===== src/rtl/mem_arbiter.sv =====
// rtl/mem_arbiter.sv - single-port memory arbiter between instruction fetch and load/store
// Data requests win by default; a saturating starvation counter forces a fetch grant.
`timescale 1ns/1ps
module mem_arbiter #(
    parameter int AW         = 32,
    parameter int DW         = 32,
    parameter int MEM_LAT    = 2,
    parameter int STARVE_MAX = 4
) (
    input  logic          clk,
    input  logic          rst,
    input  logic          if_req,
    input  logic [AW-1:0] if_addr,
    output logic          if_ack,
    output logic          if_rvalid,
    output logic [DW-1:0] if_rdata,
    input  logic          d_req,
    input  logic          d_we,
    input  logic [AW-1:0] d_addr,
    input  logic [DW-1:0] d_wdata,
    output logic          d_ack,
    output logic          d_rvalid,
    output logic [DW-1:0] d_rdata,
    output logic          mem_en,
    output logic          mem_we,
    output logic [AW-1:0] mem_addr,
    output logic [DW-1:0] mem_wdata,
    input  logic [DW-1:0] mem_rdata,
    output logic          busy
);

    typedef enum logic [1:0] {
        IDLE  = 2'd0,
        ISSUE = 2'd1,
        WAIT  = 2'd2
    } state_t;

    state_t     r_state;
    logic       r_owner_d;
    logic       r_we;
    logic [3:0] r_starve;
    logic [2:0] r_wait;

    logic w_any_req;
    logic w_starved;
    logic w_grant_f;

    assign w_any_req = if_req || d_req;
    assign w_starved = (r_starve == 4'(STARVE_MAX));
    // Fetch only beats a pending data request once it has been passed over STARVE_MAX times.
    assign w_grant_f = if_req && (!d_req || w_starved);

    always_ff @(posedge clk or negedge rst) begin
        if (!rst) begin
            r_state   <= IDLE;
            r_owner_d <= 1'b0;
            r_we      <= 1'b0;
            r_starve  <= 4'd0;
            r_wait    <= 3'd0;
            if_ack    <= 1'b0;
            if_rvalid <= 1'b0;
            if_rdata  <= '0;
            d_ack     <= 1'b0;
            d_rvalid  <= 1'b0;
            d_rdata   <= '0;
            mem_en    <= 1'b0;
            mem_we    <= 1'b0;
            mem_addr  <= '0;
            mem_wdata <= '0;
            busy      <= 1'b0;
        end else begin
            if_ack    <= 1'b0;
            d_ack     <= 1'b0;
            if_rvalid <= 1'b0;
            d_rvalid  <= 1'b0;
            mem_en    <= 1'b0;
            mem_we    <= 1'b0;
            case (r_state)
                IDLE: begin
                    if (w_any_req) begin
                        r_state  <= ISSUE;
                        busy     <= 1'b1;
                        mem_en   <= 1'b1;
                        mem_addr <= w_grant_f ? if_addr : d_addr;
                        if (w_grant_f) begin
                            r_owner_d <= 1'b0;
                            r_we      <= 1'b0;
                            if_ack    <= 1'b1;
                            r_starve  <= 4'd0;
                        end else begin
                            r_owner_d <= 1'b1;
                            r_we      <= d_we;
                            mem_we    <= d_we;
                            mem_wdata <= d_wdata;
                            d_ack     <= 1'b1;
                            if (if_req && !w_starved) begin
                                r_starve <= r_starve + 4'd1;
                            end
                        end
                    end
                end
                ISSUE: begin
                    if (r_we) begin
                        r_state <= IDLE;
                        busy    <= 1'b0;
                    end else begin
                        r_state <= WAIT;
                        r_wait  <= 3'(MEM_LAT - 1);
                    end
                end
                WAIT: begin
                    // mem_rdata becomes valid in the final WAIT cycle; capture it on that edge.
                    if (r_wait == 3'd0) begin
                        r_state <= IDLE;
                        busy    <= 1'b0;
                        if (r_owner_d) begin
                            d_rdata  <= mem_rdata;
                            d_rvalid <= 1'b1;
                        end else begin
                            if_rdata  <= mem_rdata;
                            if_rvalid <= 1'b1;
                        end
                    end else begin
                        r_wait <= r_wait - 3'd1;
                    end
                end
                default: begin
                    r_state <= IDLE;
                    busy    <= 1'b0;
                end
            endcase
        end
    end

endmodule


===== config.mk =====
export PLATFORM = sky130hd
export DESIGN_NAME = mem_arbiter
export DESIGN_NICKNAME = d
export VERILOG_FILES = /design/src/rtl/mem_arbiter.sv
export SDC_FILE = /design/constraint.sdc
export NUM_CORES = 1
export LEC_CHECK = 0
export ABC_AREA = 1
export ABC_CLOCK_PERIOD_IN_PS = 1800
export BUFFER_PORTS_ARGS = -buffer_cell sky130_fd_sc_hd__buf_4
export CORE_MARGIN = 3
export CORE_UTILIZATION = 48
export CTS_CLUSTER_SIZE = 10
export DETAILED_ROUTE_END_ITERATION = 6
export PLACE_DENSITY = 0.81
export SYNTH_ARGS = -nofsm -noshare
export SYNTH_HDL_FRONTEND = slang
export SYNTH_SLANG_ARGS = --single-unit

===== constraint.sdc =====
create_clock -name clk -period 1.8 [get_ports clk]
set_input_delay 0.09 -clock clk [delete_from_list [all_inputs] [get_ports clk]]
set_output_delay 0.09 -clock clk [all_outputs]
set_load 0.05 [all_outputs]

[Word level (Yosys, flattened, before mapping)]
Index checks and enable logic that the tools add are counted.
Widths: inputs -> output; s select.
Cells by class
  $add $sub $neg: 2
  equality and inequality tests: 8
  muxes and demuxes: 31
  bitwise gates (word level): 2
  reductions and logical operators: 18
Operator list (number)
  $mux 32: 1
  $mux 1: 20
  $reduce_and 3->1: 6
  $ne 2x2->1 const B: 5
  $mux 4: 2
  $mux 2: 3
  $mux 3: 2
  $pmux 2 s3: 1
  $pmux 3 s2: 1
  $add 4x1->4 const B: 1
  $eq 4x3->1 const B: 1
  $reduce_and 2->1: 2
  $reduce_bool 2->1: 2
  $logic_not 3->1: 1
  $pmux 1 s3: 1
  $sub 3x1->3 const B: 1
  $eq 2x1->1 const B: 1
  $eq 2x2->1 const B: 1
  $logic_and 1x1->1: 2
  $logic_not 1->1: 2
  $logic_not 2->1: 1
  $logic_or 1x1->1: 2
  $not 1->1: 2
Storage, ports and cells
  flip-flop bits (word level): 146
  input bits: 133
  output and inout port bits: 135
  word-level logic and storage cells: 77

[Longest topological paths before layout]
  depth in word-level cells: 6
  mapped depth: 10
  gate-level depth less buffers: 9

[Worst setup path before layout]
OpenSTA, ideal clock, no wires.
  path kind: register to register
  from: register r_wait[0]
  to: register d_rdata[12]
  setup time: 130 ps
  arrival time: 1370 ps
  data required time: 1670 ps
  path slack: 299 ps
  stages on the path, launching flop included: 8
  path buffers: 2
  clock period less this slack: 1501 ps
  cell sequence: dfrtp_1 > inv_1 > ha_1 > ha_1 > nand3_1 > buf_2 > clkbuf_1 > o21ai_1
On the way
  longest elaborated chain between the ends: 2
Ends and longest elaborated chain
  start, declared: RTL line 42  | logic [2:0] r_wait;
  start signal, assigned: RTL line 108  | r_wait <= 3'(MEM_LAT - 1);
  start signal, assigned: RTL line 124  | r_wait <= r_wait - 3'd1;
  $logic_not 3->1: RTL line 113  | if (r_wait == 3'd0) begin
  $reduce_and 3->1 (no source line)
  end signal, assigned: RTL line 117  | d_rdata <= mem_rdata;
  end, declared: RTL line 23  | output logic [DW-1:0] d_rdata,
No other way between the ends.
A chain may end at the register's enable or synchronous reset.

[Worst setup path after layout]
  from: register r_starve[0]
  to: register mem_addr[13]
On the way
  longest elaborated chain between the ends: 4
Ends and longest elaborated chain
  start, declared: RTL line 41  | logic [3:0] r_starve;
  start signal, assigned: RTL line 97  | r_starve <= r_starve + 4'd1;
  $eq 4x3->1: RTL line 49  | assign w_starved = (r_starve == 4'(STARVE_MAX));
  $logic_or 1x1->1: RTL line 51  | assign w_grant_f = if_req && (!d_req || w_starved);
  $logic_and 1x1->1: RTL line 51
  $mux 32: RTL line 84  | mem_addr <= w_grant_f ? if_addr : d_addr;
  end signal, assigned: RTL line 84
  end, declared: RTL line 26  | output logic [AW-1:0] mem_addr,
No other way between the ends.

==> flow_summary.rst <==
.. list-table::
   :header-rows: 1

   * - Metric
     - Value
   * - Post-route total power
     - approximately 21 mW
   * - Area growth syn-to-layout
     - 64.8%
   * - GRT Residual Overflow
     - 0
   * - Final number of max-transition violations
     - 0
   * - Initial antenna violation count
     - 0
   * - Die X-Extent
     - approximately 120 um
   * - Cell type contributing the most total cell area after synthesis
     - dfrtp_1
   * - Vert. Die Dim
     - 119 um
   * - Max-cap violations
     - 0
   * - Total vias in the final route
     - 6,561
   * - Antenna cell count
     - 0
   * - Worst-Margin Slew
     - about 500 ps
   * - Total leakage power
     - around 5.6 nW
   * - Ys async rst share
     - 100%
   * - Area share of the leading cell type in the synthesized netlist
     - about three fifths
   * - CTS tree
     - done
   * - Fmax
     - slightly below 0.6 GHz
   * - Setup crit start kind
     - flop
   * - Remaining max-slew budget at the tightest pin
     - about two thirds
   * - Number of routed nets with antenna violations
     - 0
   * - Sequential fraction of the synthesis area
     - roughly three fifths
   * - HP Class
     - input pin to flop
   * - Final setup slack of the worst path
     - 106 ps
   * - Largest fanout on the critical path
     - 23
   * - H-tree depth
     - 4
   * - CTS clock-pin slew for the worst setup and hold paths
     - ~60 ps
   * - EDFF count, synth
     - 0
   * - Area contributors post-synth
     - dfrtp_1 59%, nand2_1 16%, inv_1 6.7%
   * - Clock insertion delay at the later pin of the skew report
     - ~420 ps
   * - Worst path arrival time
     - between 1500 and 2000 ps
   * - Post-layout nets
     - around 1.2k
   * - Number of optimization iterations in the first detailed-route pass
     - 5
   * - DRC violation total after the first TritonRoute iteration
     - roughly 700
   * - Number of buffers added for setup after CTS
     - 0
   * - Number of nets produced by synthesis
     - between 800 and 900
   * - Number of global-route vias before repair
     - 6,804
   * - Clock root buffer
     - clkbuf_16
   * - Synthesized instance count
     - between 700 and 800
   * - Inserted Clock Buffers
     - 17
   * - Synth warnings
     - 0
   * - Sequential cell area in the final layout
     - 3650 sq um
   * - Number of sinks handled by clock tree synthesis
     - ~150
   * - Mapped cell area
     - just over 6000 sq um
   * - Leading cell type by number of instances after synthesis
     - nand2_1
   * - Maximum clock insertion buffer count
     - 2
   * - Synth unique cells
     - 24
   * - Fill cells
     - 639
   * - Outcome
     - complete, no violations
   * - Pin count of the biggest net entering global routing
     - 66
   * - Critical Path Sink Type
     - flop
   * - Areal power density over the cells
     - between 2000 and 2500 nW/um^2
   * - Std cell rows
     - 40
   * - List of most frequent post-synthesis cells
     - 266 x nand2_1, 146 x dfrtp_1, 109 x inv_1, 71 x nand3_1, 60 x o21ai_0
   * - Kind of critical path
     - flop to flop
   * - Final-report setup violation count
     - 0
   * - Setup clock skew after layout
     - about 8.8 ps
   * - Floorplan core area
     - around 12,000 sq um
   * - Average wire length per cell after detail routing
     - roughly 17 um
   * - Mean number of vias per cell
     - slightly above 5
   * - Share of the cycle needed by the critical path after routing
     - approximately 94%
   * - Main synth FF type
     - dfrtp_1
   * - Ratio of cells with drive above 1 in the final layout
     - just under 30%
   * - Setup TNS
     - 0 ps
   * - IO buf count
     - ~270
   * - Post-placement worst setup slack
     - between 150 and 200 ps
   * - DRC
     - 0
   * - Final hold violations
     - 0
   * - Wire length of the first global-routing pass
     - approximately 35,000 um
   * - Total wire length after detailed routing
     - 21,600 um
   * - Detailed placer's ending HPWL
     - between 10,000 and 15,000 um
   * - Required time of the critical path
     - around 2100 ps
   * - Mean area per synthesized cell
     - ~8.5 sq um
   * - Worst IR drop on VDD
     - roughly 1.3 mV
   * - Multi-input logic area
     - around 1900 sq um
   * - Number of storage elements in the synthesis netlist
     - 146
   * - Die area
     - between 10,000 and 15,000 sq um
   * - Final weighted congestion of routability-driven global placement
     - ~0.8
   * - All-Layer GR Usage
     - between 30 and 40%
   * - Final min period
     - ~1700 ps
   * - Boundary Pins
     - between 200 and 300
   * - Initial Util
     - 50.1%
## critical path, stage by stage (launching register included)
cell and delay [ps]:
dfrtp_1 410, inv_1 110, ha_1 200, nand3_1 130, nand2_2 110, nand2_4 110
buf_6 210, nand2_1 110, nand3_1 110, nand2_1 60
## final timing paths
| check | start | end | slack, ps | cells past startpoint |
|---|---|---|---|---|
| worst max-delay path | r_starve[0]$_DFFE_PN0P_ | mem_addr[13]$_DFFE_PN0P_ | 110 | 9 |
| worst min-delay path | if_addr[10] | mem_addr[10]$_DFFE_PN0P_ | 40 | 5 |
| worst max register to register | r_starve[0]$_DFFE_PN0P_ | mem_addr[13]$_DFFE_PN0P_ | 110 | 9 |
| worst min register to register | mem_wdata[10]$_DFFE_PN0P_ | mem_wdata[10]$_DFFE_PN0P_ | 480 | 2 |
| max in group asynchronous | rst | d_rdata[17]$_DFFE_PN0P_ | 1010 | 3 |
| min in group asynchronous | rst | d_rdata[3]$_DFFE_PN0P_ | 200 | 2 |
## registers in the layout, summed over array words and instances (netlist names), 2 cells and up
signal,count
r_state,2
mem_wdata,32
r_starve,4
d_rdata,32
mem_addr,32
r_wait,3
if_rdata,32
## final cells by class
cell class / count / area share, %
clock inverter: 14 / 1.19
sequential: 146 / 36.1
multi-input combinational: 428 / 18.7
timing repair buffer: 400 / 33.4
inverter: 112 / 4.25
clock buffer: 18 / 4.33
tap: 168 / 2.07
## what timing repair did
| action | 4_1_cts | 5_1_grt |
|---|---|---|
| setup endpoints to repair | 0 | 60 |
| endpoints found under the hold margin | 181 | 0 |
| resized for setup | 0 | 6 |
| hold buffers | 121 | 0 |
## layer usage
layer  part of all wire [%]  track usage, %  vias to the layer above
met5                      0               0                        -
met3                     10            8.40                       73
li1                       -               -                     2972
met2                     50            51.3                      411
met4                    3.9            14.3                        0
met1                     36            36.7                     3105
## logic make-up after synthesis
group           synth area share [%]
buf+inv                         9.95
simple gates                    23.5
fa+ha+maj                      0.814
xor+xnor                       0.142
compound gates                  6.15
flops                           59.4
## per-stage QoR
step,area [sq um],hold WS (ps),utilization (%),std cells
floorplan,6150,-206,-,722
global placement,8340,83.0,68.0,1133
finish,10100,36.1,82.6,1286
global route,10100,52.5,82.6,1286
detailed placement,8340,89.1,68.0,1133
CTS,10100,1.99,82.5,1286
## report_power, final
group	switching, mW	internal (mW)
combinational	8.29	3.28
sequential	1.04	4.90
clock	1.50	1.84
## placed cells by master, fill, tap and decap left out, types with 6 or more instances in the layout
| master | netlist | final |
|---|---|---|
| buf_4 | 4 | 270 |
| clkbuf_16 | 0 | 17 |
| clkinvlp_4 | 0 | 6 |
| dfrtp_1 | 146 | 146 |
| dlygate4sd3_1 | 0 | 121 |
| inv_1 | 109 | 109 |
| inv_6 | 0 | 6 |
| nand2_1 | 266 | 266 |
| nand3_1 | 71 | 69 |
| o21ai_0 | 60 | 60 |
| o21ai_1 | 10 | 10 |
Note: power is estimated with default switching activity, not from simulation.
